## config.mk

```make
export PLATFORM = sky130hd
export DESIGN_NAME = regfile_writeback_queue
export DESIGN_NICKNAME = d
export VERILOG_FILES = /design/src/rtl/wb_pkg.sv /design/src/rtl/wb_dual_push_fifo.sv /design/src/rtl/regfile_writeback_queue.sv
export SDC_FILE = /design/constraint.sdc
export NUM_CORES = 1
export LEC_CHECK = 0
export BUFFER_PORTS_ARGS = -buffer_cell sky130_fd_sc_hd__buf_2
export CAP_MARGIN = 10
export CORE_ASPECT_RATIO = 1.1
export CORE_MARGIN = 10
export CORE_UTILIZATION = 45
export DETAILED_ROUTE_END_ITERATION = 8
export PLACE_DENSITY = 0.67
export RECOVER_POWER = 50
export SETUP_SLACK_MARGIN = 0.15
export SLEW_MARGIN = 30
export SYNTH_ARGS = -nofsm -noshare
export SYNTH_HDL_FRONTEND = slang
export SYNTH_SLANG_ARGS = --single-unit
export TNS_END_PERCENT = 100
```

## constraint.sdc

```tcl
create_clock -name clk -period 5.2 [get_ports clk]
set_clock_uncertainty 0.05 [all_clocks]
set_input_delay 1.04 -clock clk [delete_from_list [all_inputs] [get_ports clk]]
set_output_delay 1.04 -clock clk [all_outputs]
set_load 0.005 [all_outputs]
```

## src/rtl/wb_pkg.sv

```systemverilog
// Shared types and widths for the register-file writeback queue.
package wb_pkg;

   // Register data width and register index width (16 registers).
   localparam int DATA_W = 16;
   localparam int ADDR_W = 4;

   // One queued register write: destination index plus data.
   typedef struct packed {
      logic [ADDR_W-1:0] reg_idx;
      logic [DATA_W-1:0] data;
   } wb_entry_t;

endpackage

```

## src/rtl/wb_dual_push_fifo.sv

```systemverilog
// Synchronous FIFO with two ordered push ports (port 0 is older), one pop port,
// an occupancy output and a per-entry valid/register view for hazard compares.
module wb_dual_push_fifo
   import wb_pkg::*;
#(
   parameter int DEPTH = 4,
   parameter int CNT_W = $clog2(DEPTH) + 1
) (
   input  logic                            clk,
   input  logic                            rst_n,
   input  logic                            push0_i,
   input  wb_entry_t                       push0_entry_i,
   input  logic                            push1_i,
   input  wb_entry_t                       push1_entry_i,
   input  logic                            pop_i,
   output wb_entry_t                       head_o,
   output logic [CNT_W-1:0]                count_o,
   output logic [DEPTH-1:0]                entry_valid_o,
   output logic [DEPTH-1:0][ADDR_W-1:0]    entry_reg_o
);

   localparam int PTR_W = $clog2(DEPTH);

   wb_entry_t          mem_q [DEPTH];
   logic [PTR_W-1:0]   wr_ptr_q;
   logic [PTR_W-1:0]   rd_ptr_q;
   logic [CNT_W-1:0]   count_q;
   logic [PTR_W-1:0]   push1_ptr_d;

   // Port 1 lands right behind port 0 when both push in the same cycle.
   assign push1_ptr_d = wr_ptr_q + PTR_W'(push0_i);

   // Entry storage; no reset needed since validity comes from the pointers.
   always_ff @(posedge clk) begin
      for (int i = 0; i < DEPTH; i++) begin
         if (push0_i && (wr_ptr_q == PTR_W'(i))) begin
            mem_q[i] <= push0_entry_i;
         end else if (push1_i && (push1_ptr_d == PTR_W'(i))) begin
            mem_q[i] <= push1_entry_i;
         end
      end
   end

   // Pointer and occupancy bookkeeping; power-of-two depth lets pointers wrap freely.
   always_ff @(posedge clk) begin
      if (!rst_n) begin
         wr_ptr_q <= '0;
         rd_ptr_q <= '0;
         count_q  <= '0;
      end else begin
         wr_ptr_q <= wr_ptr_q + PTR_W'(push0_i) + PTR_W'(push1_i);
         rd_ptr_q <= rd_ptr_q + PTR_W'(pop_i);
         count_q  <= count_q + CNT_W'(push0_i) + CNT_W'(push1_i) - CNT_W'(pop_i);
      end
   end

   assign head_o  = mem_q[rd_ptr_q];
   assign count_o = count_q;

   // An entry is live when its distance from the read pointer is below the occupancy.
   for (genvar gi = 0; gi < DEPTH; gi++) begin : g_entry_view
      logic [PTR_W-1:0] offset_d;
      assign offset_d          = PTR_W'(gi) - rd_ptr_q;
      assign entry_valid_o[gi] = ({1'b0, offset_d} < count_q);
      assign entry_reg_o[gi]   = mem_q[gi].reg_idx;
   end

endmodule

```

## src/rtl/regfile_writeback_queue.sv

```systemverilog
// Write-side front end of the register file: merges ALU and load writebacks
// into an in-order queue, retires one write per cycle and flags RAW hazards.
module regfile_writeback_queue
   import wb_pkg::*;
#(
   parameter int DEPTH = 4,
   parameter int CNT_W = $clog2(DEPTH) + 1
) (
   input  logic              clk,
   input  logic              rst_n,
   input  logic              alu_valid,
   output logic              alu_ready,
   input  logic [ADDR_W-1:0] alu_reg,
   input  logic [DATA_W-1:0] alu_data,
   input  logic              mem_valid,
   output logic              mem_ready,
   input  logic [ADDR_W-1:0] mem_reg,
   input  logic [DATA_W-1:0] mem_data,
   output logic              WE,
   output logic [ADDR_W-1:0] WriteReg,
   output logic [DATA_W-1:0] WriteData,
   input  logic [ADDR_W-1:0] AReg_q,
   input  logic [ADDR_W-1:0] BReg_q,
   output logic              a_pending,
   output logic              b_pending,
   output logic [CNT_W-1:0]  count,
   output logic              full,
   output logic              empty
);

   logic                          alu_push_d;
   logic                          mem_push_d;
   logic                          pop_d;
   wb_entry_t                     alu_entry_d;
   wb_entry_t                     mem_entry_d;
   wb_entry_t                     head_d;
   logic [CNT_W-1:0]              count_d;
   logic [DEPTH-1:0]              entry_valid_d;
   logic [DEPTH-1:0][ADDR_W-1:0]  entry_reg_d;
   logic [DEPTH-1:0]              a_hit_d;
   logic [DEPTH-1:0]              b_hit_d;

   logic                          we_q;
   logic [ADDR_W-1:0]             wreg_q;
   logic [DATA_W-1:0]             wdata_q;

   // Readiness looks only at the registered occupancy, so a pop in the same
   // cycle never frees space; the load port needs two slots when ALU also asks.
   assign alu_ready = rst_n && (count_d < CNT_W'(DEPTH));
   assign mem_ready = rst_n && (alu_valid ? (count_d <= CNT_W'(DEPTH - 2))
                                          : (count_d <  CNT_W'(DEPTH)));

   assign alu_push_d  = alu_valid && alu_ready;
   assign mem_push_d  = mem_valid && mem_ready;
   assign pop_d       = rst_n && (count_d != '0);
   assign alu_entry_d = '{reg_idx: alu_reg, data: alu_data};
   assign mem_entry_d = '{reg_idx: mem_reg, data: mem_data};

   // ALU goes on the older push port so a same-cycle pair keeps ALU-first order.
   wb_dual_push_fifo #(
      .DEPTH (DEPTH),
      .CNT_W (CNT_W)
   ) u_fifo (
      .clk           (clk),
      .rst_n         (rst_n),
      .push0_i       (alu_push_d),
      .push0_entry_i (alu_entry_d),
      .push1_i       (mem_push_d),
      .push1_entry_i (mem_entry_d),
      .pop_i         (pop_d),
      .head_o        (head_d),
      .count_o       (count_d),
      .entry_valid_o (entry_valid_d),
      .entry_reg_o   (entry_reg_d)
   );

   // Output stage: present the popped head to the register file for one cycle.
   always_ff @(posedge clk) begin
      if (!rst_n) begin
         we_q    <= 1'b0;
         wreg_q  <= '0;
         wdata_q <= '0;
      end else if (pop_d) begin
         we_q    <= 1'b1;
         wreg_q  <= head_d.reg_idx;
         wdata_q <= head_d.data;
      end else begin
         we_q    <= 1'b0;
      end
   end

   assign WE        = we_q;
   assign WriteReg  = wreg_q;
   assign WriteData = wdata_q;

   assign count = count_d;
   assign full  = (count_d == CNT_W'(DEPTH));
   assign empty = (count_d == '0);

   // Per-entry hazard compares against both decode operand indices.
   for (genvar gi = 0; gi < DEPTH; gi++) begin : g_hazard
      assign a_hit_d[gi] = entry_valid_d[gi] && (entry_reg_d[gi] == AReg_q);
      assign b_hit_d[gi] = entry_valid_d[gi] && (entry_reg_d[gi] == BReg_q);
   end

   // The output stage still counts as pending until its commit edge has passed.
   assign a_pending = (|a_hit_d) || (we_q && (wreg_q == AReg_q));
   assign b_pending = (|b_hit_d) || (we_q && (wreg_q == BReg_q));

endmodule

```

==> metrics.cfg, run 1 <==
[min_path]
whs_path_depth=2
min_from=WriteData[13]$_SDFFE_PN0P_
hold_path_end=WriteData[13]$_SDFFE_PN0P_
hold_path.class=flop to flop

[critical_path]
cp-start-kind=input pin
path_cells=buf_2, and2b_1, and2_0, ha_1, or2_0, o21ai_2, o211ai_1, clkbuf_1, mux2_1
path_max_fanout=11
reg2regPathDepth=6
cp_top_family=buffers and inverters
cp.arrival_ns=4.02
endpoint_kind=flop
r2r-start=u_fifo.count_o[2]$_SDFF_PN0_
path_class=input pin to flop
cp.required_ns=5.24
critPathMaxStageDelay_ns=0.83
reg2reg_to=u_fifo.mem_q[0][19]$_DFFE_PP_
r2r_slack_ns=1.47
cpMaxStageDelayCell=clkbuf_1
path_buf_inv=2

[synthesis]
syn_area_per_cell_um2=14.2
yosysUniqueCellTypes=44
syn_area_mm2=0.00629
synth_area_leaders=edfxtp_1 38%, mux2_4 19%, dfxtp_1 8.9%
synth_flop_cell=edfxtp_1
ys_ff_latch=108
synth_area_leader_cell=edfxtp_1
syn_nets=506
yosysTopAreaCellShare_pct=38.2
synthCells=442
synth-edff-count=80
yosysSeqAreaShare_pct=47.1
synth-async-reset-ratio_pct=0
synthTopCellsByCount=80 x edfxtp_1, 80 x mux2_4, 45 x nand2_1, 40 x xor2_1, 28 x dfxtp_1
synth.yosys.warnings=0

[detailed_routing]
ant_nets=0
wl_um=13900
maxUsedRoutingLayer=met4
drtPass1Iterations=6
via_per_inst=5.26
met2_length_um=7140
wl_per_cell_um=19.7
wl_met3_um=529
drtIter0Drc=241
dr_total_vias=3722
met1_length_um=6080
drc=0

[cts]
clk_pin_slew_ns=0.08
cts_max_level=3
insertion_delay_ns=0.34
postCtsSetupBuffers=0
cts_buffers=9
ctsResizeCount=0
cts_hold_buf=0
cts_tree=done
clock_sinks=108
cts_buffer_depth=2
cts_root_buf=clkbuf_16

[global_routing]
grt_pass1_wl_um=21500
grt_pass1_vias=3993
overflow=0
grt_usage_pct=14.3
antenna_found_initial=0
grt_max_degree=35

[sta]
timing.final.ws_setup_ns=1.23
tightest_slew_ns=1.38
fin_crit_ns=3.97
max_freq_ghz=0.252
setup_viol=0
relSlewSlack_pct=7.70
hold_viol_final=0
rsz0062_at_grt=no
slew_violations=0
finalSetupTns_ns=0
fin_crit_sh_pct=76.4

[finish]
antenna_cells=0
layout-drive-gt1-share_pct=32.9
fill_cells=1299
final_nets=578
fin_area_mm2=0.00690
area_growth_pct=9.73

[power]
p_comb_share_pct=34.6
power_switching_mw=0.956
swShare_pct=33.9
powerDensity_mw_per_mm2=408
clock_power_share_pct=23.1
p_leak_nw=2.69
p_int_mw=1.86
p_seq_share_pct=42.3
peakVddDrop_mv=0.167

[placed_design]
gp_congestion=0.776
hpwl_um=9960
numPortBuffers=81
placed_area_mm2=0.00688
place_ws_ns=1.44

[floorplanning]
rows=45
start_util_pct=45.8
die_area_mm2=0.0191
fp.dieW_um=133
num_io_pins=82
core_mm2=0.0137
fp.dieH_um=144

[run_status]
status=finished clean

[job]
max_cap_viol_count=0

==> worst register-to-register path: cells and delay by family, from the launching register on <==
kind / cells / cell delay (ns)
adder cells (fa/ha/maj): 1 / 0.20
multiplexers: 1 / 0.40
AO/OA/AOI/OAI: 1 / 1.08
AND/OR/NAND/NOR: 1 / 0.25
buffers and inverters: 2 / 0.99
flip-flops: 1 / 0.50
==> worst max path at each step <==
stage	from	slack, ns	to	depth (start not counted)
detailed placement	rst_n	1.44	u_fifo.mem_q[3][6]$_DFFE_PP_	8
finish	rst_n	1.23	u_fifo.mem_q[0][19]$_DFFE_PP_	9
global route	alu_valid	1.08	u_fifo.mem_q[0][19]$_DFFE_PP_	8
global placement	rst_n	1.59	u_fifo.mem_q[2][6]$_DFFE_PP_	8
floorplan	rst_n	1.54	u_fifo.mem_q[2][0]$_DFFE_PP_	6
CTS	u_fifo.count_o[2]$_SDFF_PN0_	1.68	empty	3
==> per-layer routing <==
layer | global-route usage [%] | vias up
li1 | - | 1778
met1 | 16.9 | 1850
met2 | 25.5 | 84
met3 | 3.19 | 10
met4 | 4.46 | 0
met5 | 0 | -
==> stage by stage <==
step           utilization (%)  power, mW  hold slack [ns]  instances
6_report                  50.2       2.82            0.412        707
5_1_grt                   50.2       3.00            0.443        707
4_1_cts                   52.1       2.92            0.401        707
3_5_place_dp              50.0       2.28            0.392        691
3_3_place_gp              49.4       2.24            0.390        687
2_1_floorplan                -       1.94            0.397        442
==> power by group through the flow <==
stage               sequential (mW)  combinational [mW]  clock [mW]
finish                         1.19               0.975       0.650
global route                   1.21                1.09       0.704
CTS                            1.19                1.07       0.661
detailed placement             1.21                1.06           0
global placement               1.20                1.03           0
floorplan                      1.20               0.747           0
==> kinds of logic after synthesis <==
kind of cell    Yosys count  share of synthesized area (%)
flops                   108                           47.1
mux                     100                           26.3
simple gates             88                           7.34
compound gates           52                           6.92
xor+xnor                 43                           5.99
buf+inv                  39                           3.78
fa+ha+maj                12                           2.63
==> area by class of cell <==
class	count	area [µm²]	share of cell area, %
Inverter	7	26.3	0.381
Tap cell	188	235	3.41
Multi-Input combinational cell	295	2910	42.2
Timing Repair Buffer	93	482	6.98
Sequential cell	108	2960	42.9
Clock buffer	9	225	3.26
Clock inverter	7	58.8	0.852
==> cell usage in the layout (no fill, tap or decap), types with 8 or more instances in the layout <==
cell type,instances
clkbuf_16,9
a21boi_0,20
clkbuf_1,27
mux4_2,20
edfxtp_1,80
xor2_1,40
mux2_2,14
mux2_4,47
o211ai_1,10
ha_1,10
nor4_1,8
nand2_1,45
dfxtp_1,27
buf_2,57
mux2_1,19
==> sequential cells by signal, indices dropped and copies added (netlist names) <==
register,flops
u_fifo.rd_ptr_q,2
WriteReg,4
u_fifo.count_o,3
u_fifo.wr_ptr_q,2
WriteData,16
WE,1
u_fifo.mem_q,80
Note: power is estimated with default switching activity, not from simulation.
==> inputs of run 2 (changes only) <==
--- a/config.mk
+++ b/config.mk
@@ -5,6 +5,7 @@
 export SDC_FILE = /design/constraint.sdc
 export NUM_CORES = 1
 export LEC_CHECK = 0
+export ABC_AREA = 1
 export BUFFER_PORTS_ARGS = -buffer_cell sky130_fd_sc_hd__buf_2
 export CAP_MARGIN = 10
 export CORE_ASPECT_RATIO = 1.1
==> constraint.sdc (replaced) <==
create_clock -name clk -period 3.7 [get_ports clk]
set_clock_uncertainty 0.05 [all_clocks]
set_input_delay 0.74 -clock clk [delete_from_list [all_inputs] [get_ports clk]]
set_output_delay 0.74 -clock clk [all_outputs]
set_load 0.005 [all_outputs]
==> metrics.cfg, run 2 <==
[sta]
hold_viol_final=0
setup_viol=0
finalSetupTns_ns=0
rsz0062_at_grt=no
slew_violations=0
tightest_slew_ns=1.09
max_freq_ghz=0.304
worst_hold_slack_ns=0.422
relSlewSlack_pct=27.6
fin_crit_ns=3.29
fin_crit_sh_pct=88.9

[detailed_routing]
wl_um=17600
via_per_inst=5.25
dr_total_vias=5384
drtIter0Drc=546
wl_per_cell_um=17.2
drc=0
ant_nets=0
drtPass1Iterations=4

[cts]
clk_pin_slew_ns=0.07
insertion_delay_ns=0.34
cts_hold_buf=0
cts_tree=done
cts_buffer_depth=2
postCtsSetupBuffers=0
cts_buffers=9
ctsResizeCount=0
cts_root_buf=clkbuf_16
cts_max_level=3
clock_sinks=108

[finish]
top_register=u_fifo.mem_q
largest_register_ffs=80
layout_commonest_cell=nand2_1
area_growth_pct=12.4
layout-drive-gt1-share_pct=12.2
final_nets=900
stdcell_count=1025
final_cell_mix=299 x nand2_1, 108 x nand3_1, 80 x edfxtp_1, 56 x buf_2, 49 x nor2_1
antenna_cells=0
utilization_pct=51.9
fill_cells=1339

[critical_path]
endpoint_kind=flop
r2r-start=u_fifo.count_o[2]$_SDFF_PN0_
r2r_slack_ns=0.41
path_cells=inv_1, ha_1, inv_1, nand2_1, nand2_1, nand2_4, nand3_1, ha_1, inv_1, fa_1, fa_1, xor2_1, nor2_1
cp-endpoint=u_fifo.count_o[2]$_SDFF_PN0_
cp.arrival_ns=3.47
cpMaxStageDelayCell=ha_1
cp_common_cell=inv_1
cp-start-kind=flop
path_class=flop to flop
cp.depth=13
reg2regPathDepth=13
cp.required_ns=3.88
path_max_fanout=14
setup.worst_path.start=u_fifo.count_o[2]$_SDFF_PN0_
path_buf_inv=3
critPathMaxStageDelay_ns=0.51
reg2reg_to=u_fifo.count_o[2]$_SDFF_PN0_
cp_top_family=adder cells

[placed_design]
numPortBuffers=81
place_inst=1009
hpwl_um=12100
gp_congestion=0.879

[power]
p_total_mw=4.20
p_leak_nw=3.21
peakVddDrop_mv=0.257
powerDensity_mw_per_mm2=607

[global_routing]
grt.busiest_layer=met2
grt_pass1_vias=5127
antenna_found_initial=0
grt_pass1_wl_um=27600
grt_max_degree=26
met2_usage_pct=32.0
use_met3_pct=3.51
overflow=0
use_met1_pct=22.3
grt_usage_pct=18.2

[synthesis]
synth_xor_area_share_pct=3.13
syn_area_per_cell_um2=8.06
synth-edff-count=80
syn_area_mm2=0.00615
synth_fa_ha_area_share_pct=2.69
synth.yosys.warnings=0
syn_nets=827
synth_top_family_by_area=simple AND/OR/NAND/NOR gates
synth.most_common_cell=nand2_1
yosysTopAreaCellShare_pct=39.1
yosysSeqAreaShare_pct=48.2
synth_area_leaders=edfxtp_1 39%, nand2_1 18%, dfxtp_1 9.1%
synth_area_leader_cell=edfxtp_1
ys_ff_latch=108
muxShareOfSynthArea_pct=0
synth-async-reset-ratio_pct=0
synth_flop_cell=edfxtp_1
yosys.area_share.simple_pct=32.6
synthCells=763
synth_compound_area_share_pct=6.29
yosysUniqueCellTypes=27
synthTopCellsByCount=298 x nand2_1, 107 x nand3_1, 80 x edfxtp_1, 48 x nor2_1

[floorplanning]
rows=44
start_util_pct=46.2
core_mm2=0.0133
fp.dieW_um=131
num_io_pins=82
die_area_mm2=0.0188
fp.dieH_um=143

[run_status]
status=finished clean

[job]
max_cap_viol_count=0

[min_path]
whs_path_depth=2
hold_path.class=flop to flop

-- run 2: cell types whose count changed in the layout (fill, tap and decap cells not counted), moves of 14 or more --
cell,before,now
nor2_1,1,49
nand3_1,4,108
mux4_2,20,0
xor2_1,40,21
a22oi_1,4,40
a21boi_0,20,0
mux2_1,19,0
nand2_1,45,299
mux2_2,14,0
mux2_4,47,0
inv_1,7,41
-- run 2: per-layer routing --
| metal | vias to the layer above | part of all wire, % |
|---|---|---|
| met5 | - | 0 |
| met4 | 0 | 1.7 |
| met3 | 20 | 7.0 |
| met2 | 195 | 49 |
| met1 | 2505 | 43 |
| li1 | 2664 | - |
-- run 2: cell type report --
cell class                      instances  area, µm²  share of cell area [%]
Clock buffer                           13        270                    3.91
Timing Repair Buffer                  103        509                    7.37
Clock inverter                          3       21.3                   0.308
Sequential cell                       108       2960                    42.9
Multi-Input combinational cell        562       2720                    39.4
Inverter                               52        195                    2.82
Tap cell                              184        230                    3.33
-- run 2: report_power, final --
group,internal [mW],switching (mW)
clock,0.513,0.411
sequential,1.58,0.174
combinational,0.509,1.01
-- run 2: through the flow --
step,area (µm²),setup slack [ns]
2_1_floorplan,6150,0.413
3_3_place_gp,6730,0.730
3_5_place_dp,6730,0.700
4_1_cts,7020,0.556
5_1_grt,6910,0.260
6_report,6910,0.412
-- run 2: cell families (layout without fill, tap and decap cells) --
kind of cell             after synthesis  count (layout)
AO/OA/AOI/OAI                         55              55
XOR/XNOR                              22              22
adder cells (fa/ha/maj)               12              12
buffers and inverters                 93             171
flip-flops                           108             108
AND/OR/NAND/NOR                      473             473
-- run 2: how the worst min path moves through the flow --
| stage | from | to | slack, ns |
|---|---|---|---|
| 6_report | WriteData[3]$_SDFFE_PN0P_ | WriteData[3]$_SDFFE_PN0P_ | 0.42 |
| 5_1_grt | WriteData[9]$_SDFFE_PN0P_ | WriteData[9]$_SDFFE_PN0P_ | 0.43 |
| 4_1_cts | WriteData[11]$_SDFFE_PN0P_ | WriteData[11]$_SDFFE_PN0P_ | 0.42 |
| 3_5_place_dp | WriteData[11]$_SDFFE_PN0P_ | WriteData[11]$_SDFFE_PN0P_ | 0.41 |
| 3_3_place_gp | WriteData[10]$_SDFFE_PN0P_ | WriteData[10]$_SDFFE_PN0P_ | 0.41 |
| 2_1_floorplan | WriteData[0]$_SDFFE_PN0P_ | WriteData[0]$_SDFFE_PN0P_ | 0.41 |
-- run 2: worst reg2reg max path, cell delays in order (launching register included) --
cell and delay [ns]:
dfxtp_1 0.46, inv_1 0.20, ha_1 0.16, inv_1 0.04, nand2_1 0.05, nand2_1 0.12
nand2_4 0.08, nand3_1 0.47, ha_1 0.51, inv_1 0.05, fa_1 0.39, fa_1 0.39
xor2_1 0.16, nor2_1 0.05
==> inputs of run 3 (changes only) <==
--- a/config.mk
+++ b/config.mk
@@ -6,13 +6,14 @@
 export NUM_CORES = 1
 export LEC_CHECK = 0
 export ABC_AREA = 1
-export BUFFER_PORTS_ARGS = -buffer_cell sky130_fd_sc_hd__buf_2
+export BUFFER_PORTS_ARGS = -buffer_cell sky130_fd_sc_hd__buf_4
 export CAP_MARGIN = 10
 export CORE_ASPECT_RATIO = 1.1
 export CORE_MARGIN = 10
-export CORE_UTILIZATION = 45
+export CORE_UTILIZATION = 35
+export CTS_CLUSTER_DIAMETER = 100
 export DETAILED_ROUTE_END_ITERATION = 8
-export PLACE_DENSITY = 0.67
+export PLACE_DENSITY = 0.55
 export RECOVER_POWER = 50
 export SETUP_SLACK_MARGIN = 0.15
 export SLEW_MARGIN = 30
==> metrics.cfg, run 3 (synthesis results as in run 2) <==
[detailed_routing]
ant_nets=0
drc=0
wl_per_cell_um=17.7
wl_um=19000
dr_total_vias=5374
drtIter0Drc=483
via_per_inst=5.00
drtPass1Iterations=5

[floorplanning]
num_io_pins=82
fp.dieW_um=146
fp.dieH_um=159
rows=50
die_area_mm2=0.0233
start_util_pct=35.9
core_mm2=0.0171

[min_path]
hold_path.class=flop to flop
hold_path_end=WriteData[13]$_SDFFE_PN0P_
whs_path_depth=2
min_from=WriteData[13]$_SDFFE_PN0P_

[finish]
area_growth_pct=17.0
multiInputGateArea_mm2=0.00274
top_register=u_fifo.mem_q
antenna_cells=0
register_area_mm2=0.00296
final_cell_mix=298 x nand2_1, 107 x nand3_1, 80 x edfxtp_1, 67 x buf_4, 49 x nor2_1
final_nets=899
fill_cells=1833
fin_area_mm2=0.00719
largest_register_ffs=80
layout_commonest_cell=nand2_1
layout-drive-gt1-share_pct=14.5

[cts]
cts_buffers=9
cts_hold_buf=0
cts_root_buf=clkbuf_16
insertion_delay_ns=0.35
cts_max_level=3
postCtsSetupBuffers=0
clock_sinks=108
ctsResizeCount=0
cts_buffer_depth=2
cts_tree=done
clk_pin_slew_ns=0.07

[placed_design]
gp_congestion=0.848
numPortBuffers=81
placed_area_mm2=0.00698
hpwl_um=13400

[power]
power_switching_mw=1.65
p_seq_share_pct=40.5
clock_power_share_pct=21.9
p_comb_share_pct=37.6
swShare_pct=37.9
p_leak_nw=3.32
p_int_mw=2.70
peakVddDrop_mv=0.272
powerDensity_mw_per_mm2=605

[sta]
fin_crit_ns=3.17
relSlewSlack_pct=30.4
slew_violations=0
tightest_slew_ns=1.04
hold_viol_final=0
finalSetupTns_ns=0
max_freq_ghz=0.315
worst_hold_slack_ns=0.421
rsz0062_at_grt=no
setup_viol=0
fin_crit_sh_pct=85.7

[critical_path]
endpoint_kind=flop
path_max_fanout=11
r2r_slack_ns=0.70
cp-start-kind=input pin
r2r-start=u_fifo.count_o[2]$_SDFF_PN0_
cp.required_ns=3.63
reg2regPathDepth=4
cp.arrival_ns=3.10
reg2reg_to=u_fifo.mem_q[0][4]$_DFFE_PP_
path_class=input pin to flop

[global_routing]
antenna_found_initial=0
overflow=0
grt_pass1_wl_um=30400
grt_pass1_vias=5408
grt_max_degree=26
grt_usage_pct=16.3

[run_status]
status=finished clean

[job]
max_cap_viol_count=0

## run 3: metrics by stage
stage / setup WS [ns] / total power, mW / util (%) / std cells
6_report: 0.530 / 4.35 / 42.0 / 1074
5_1_grt: 0.403 / 4.66 / 42.0 / 1074
4_1_cts: 0.796 / 4.45 / 42.4 / 1074
3_5_place_dp: 0.712 / 3.50 / 40.7 / 1058
3_3_place_gp: 0.785 / 3.50 / 40.7 / 1058
2_1_floorplan: 0.413 / 2.77 / - / 763
## run 3: layer usage
metal	share of wire [%]	GRT usage, %	vias to the layer above	routed length (µm)
li1	-	-	2666	-
met1	44	20.8	2516	8390
met2	48	27.4	173	9190
met3	5.6	2.56	19	1070
met4	1.9	5.46	0	360
met5	0	0	-	0
## run 3: critical path, stage by stage
cell      delay (ns)
clkbuf_1        0.11
inv_1           0.16
nor2_1          0.52
nand4_1         0.65
o21ai_0         0.29
clkbuf_1        0.61
## run 3: power by group through the flow
stage	clock, mW	combinational (mW)	sequential, mW
after floorplan	0	1.02	1.75
after global placement	0	1.71	1.79
after detailed placement	0	1.71	1.79
after CTS	0.967	1.72	1.77
after global routing	1.02	1.85	1.79
final	0.954	1.64	1.76
## run 3: area by class of cell
| class | count | share of cell area [%] |
|---|---|---|
| clock buffer | 13 | 3.79 |
| clock inverter | 3 | 0.261 |
| inverter | 52 | 2.71 |
| multi-input combinational | 562 | 38.1 |
| sequential | 108 | 41.2 |
| tap | 234 | 4.07 |
| timing repair buffer | 102 | 9.86 |
## run 3: worst max path at each step
| stage | slack (ns) | start | endpoint |
|---|---|---|---|
| final | 0.53 | rst_n | u_fifo.mem_q[0][4]$_DFFE_PP_ |
| after global placement | 0.78 | rst_n | u_fifo.count_o[2]$_SDFF_PN0_ |
| after detailed placement | 0.71 | rst_n | u_fifo.mem_q[2][16]$_DFFE_PP_ |
| after CTS | 0.80 | u_fifo.rd_ptr_q[1]$_SDFF_PN0_ | a_pending |
| after global routing | 0.40 | rst_n | u_fifo.mem_q[0][4]$_DFFE_PP_ |
| after floorplan | 0.41 | rst_n | u_fifo.mem_q[2][0]$_DFFE_PP_ |
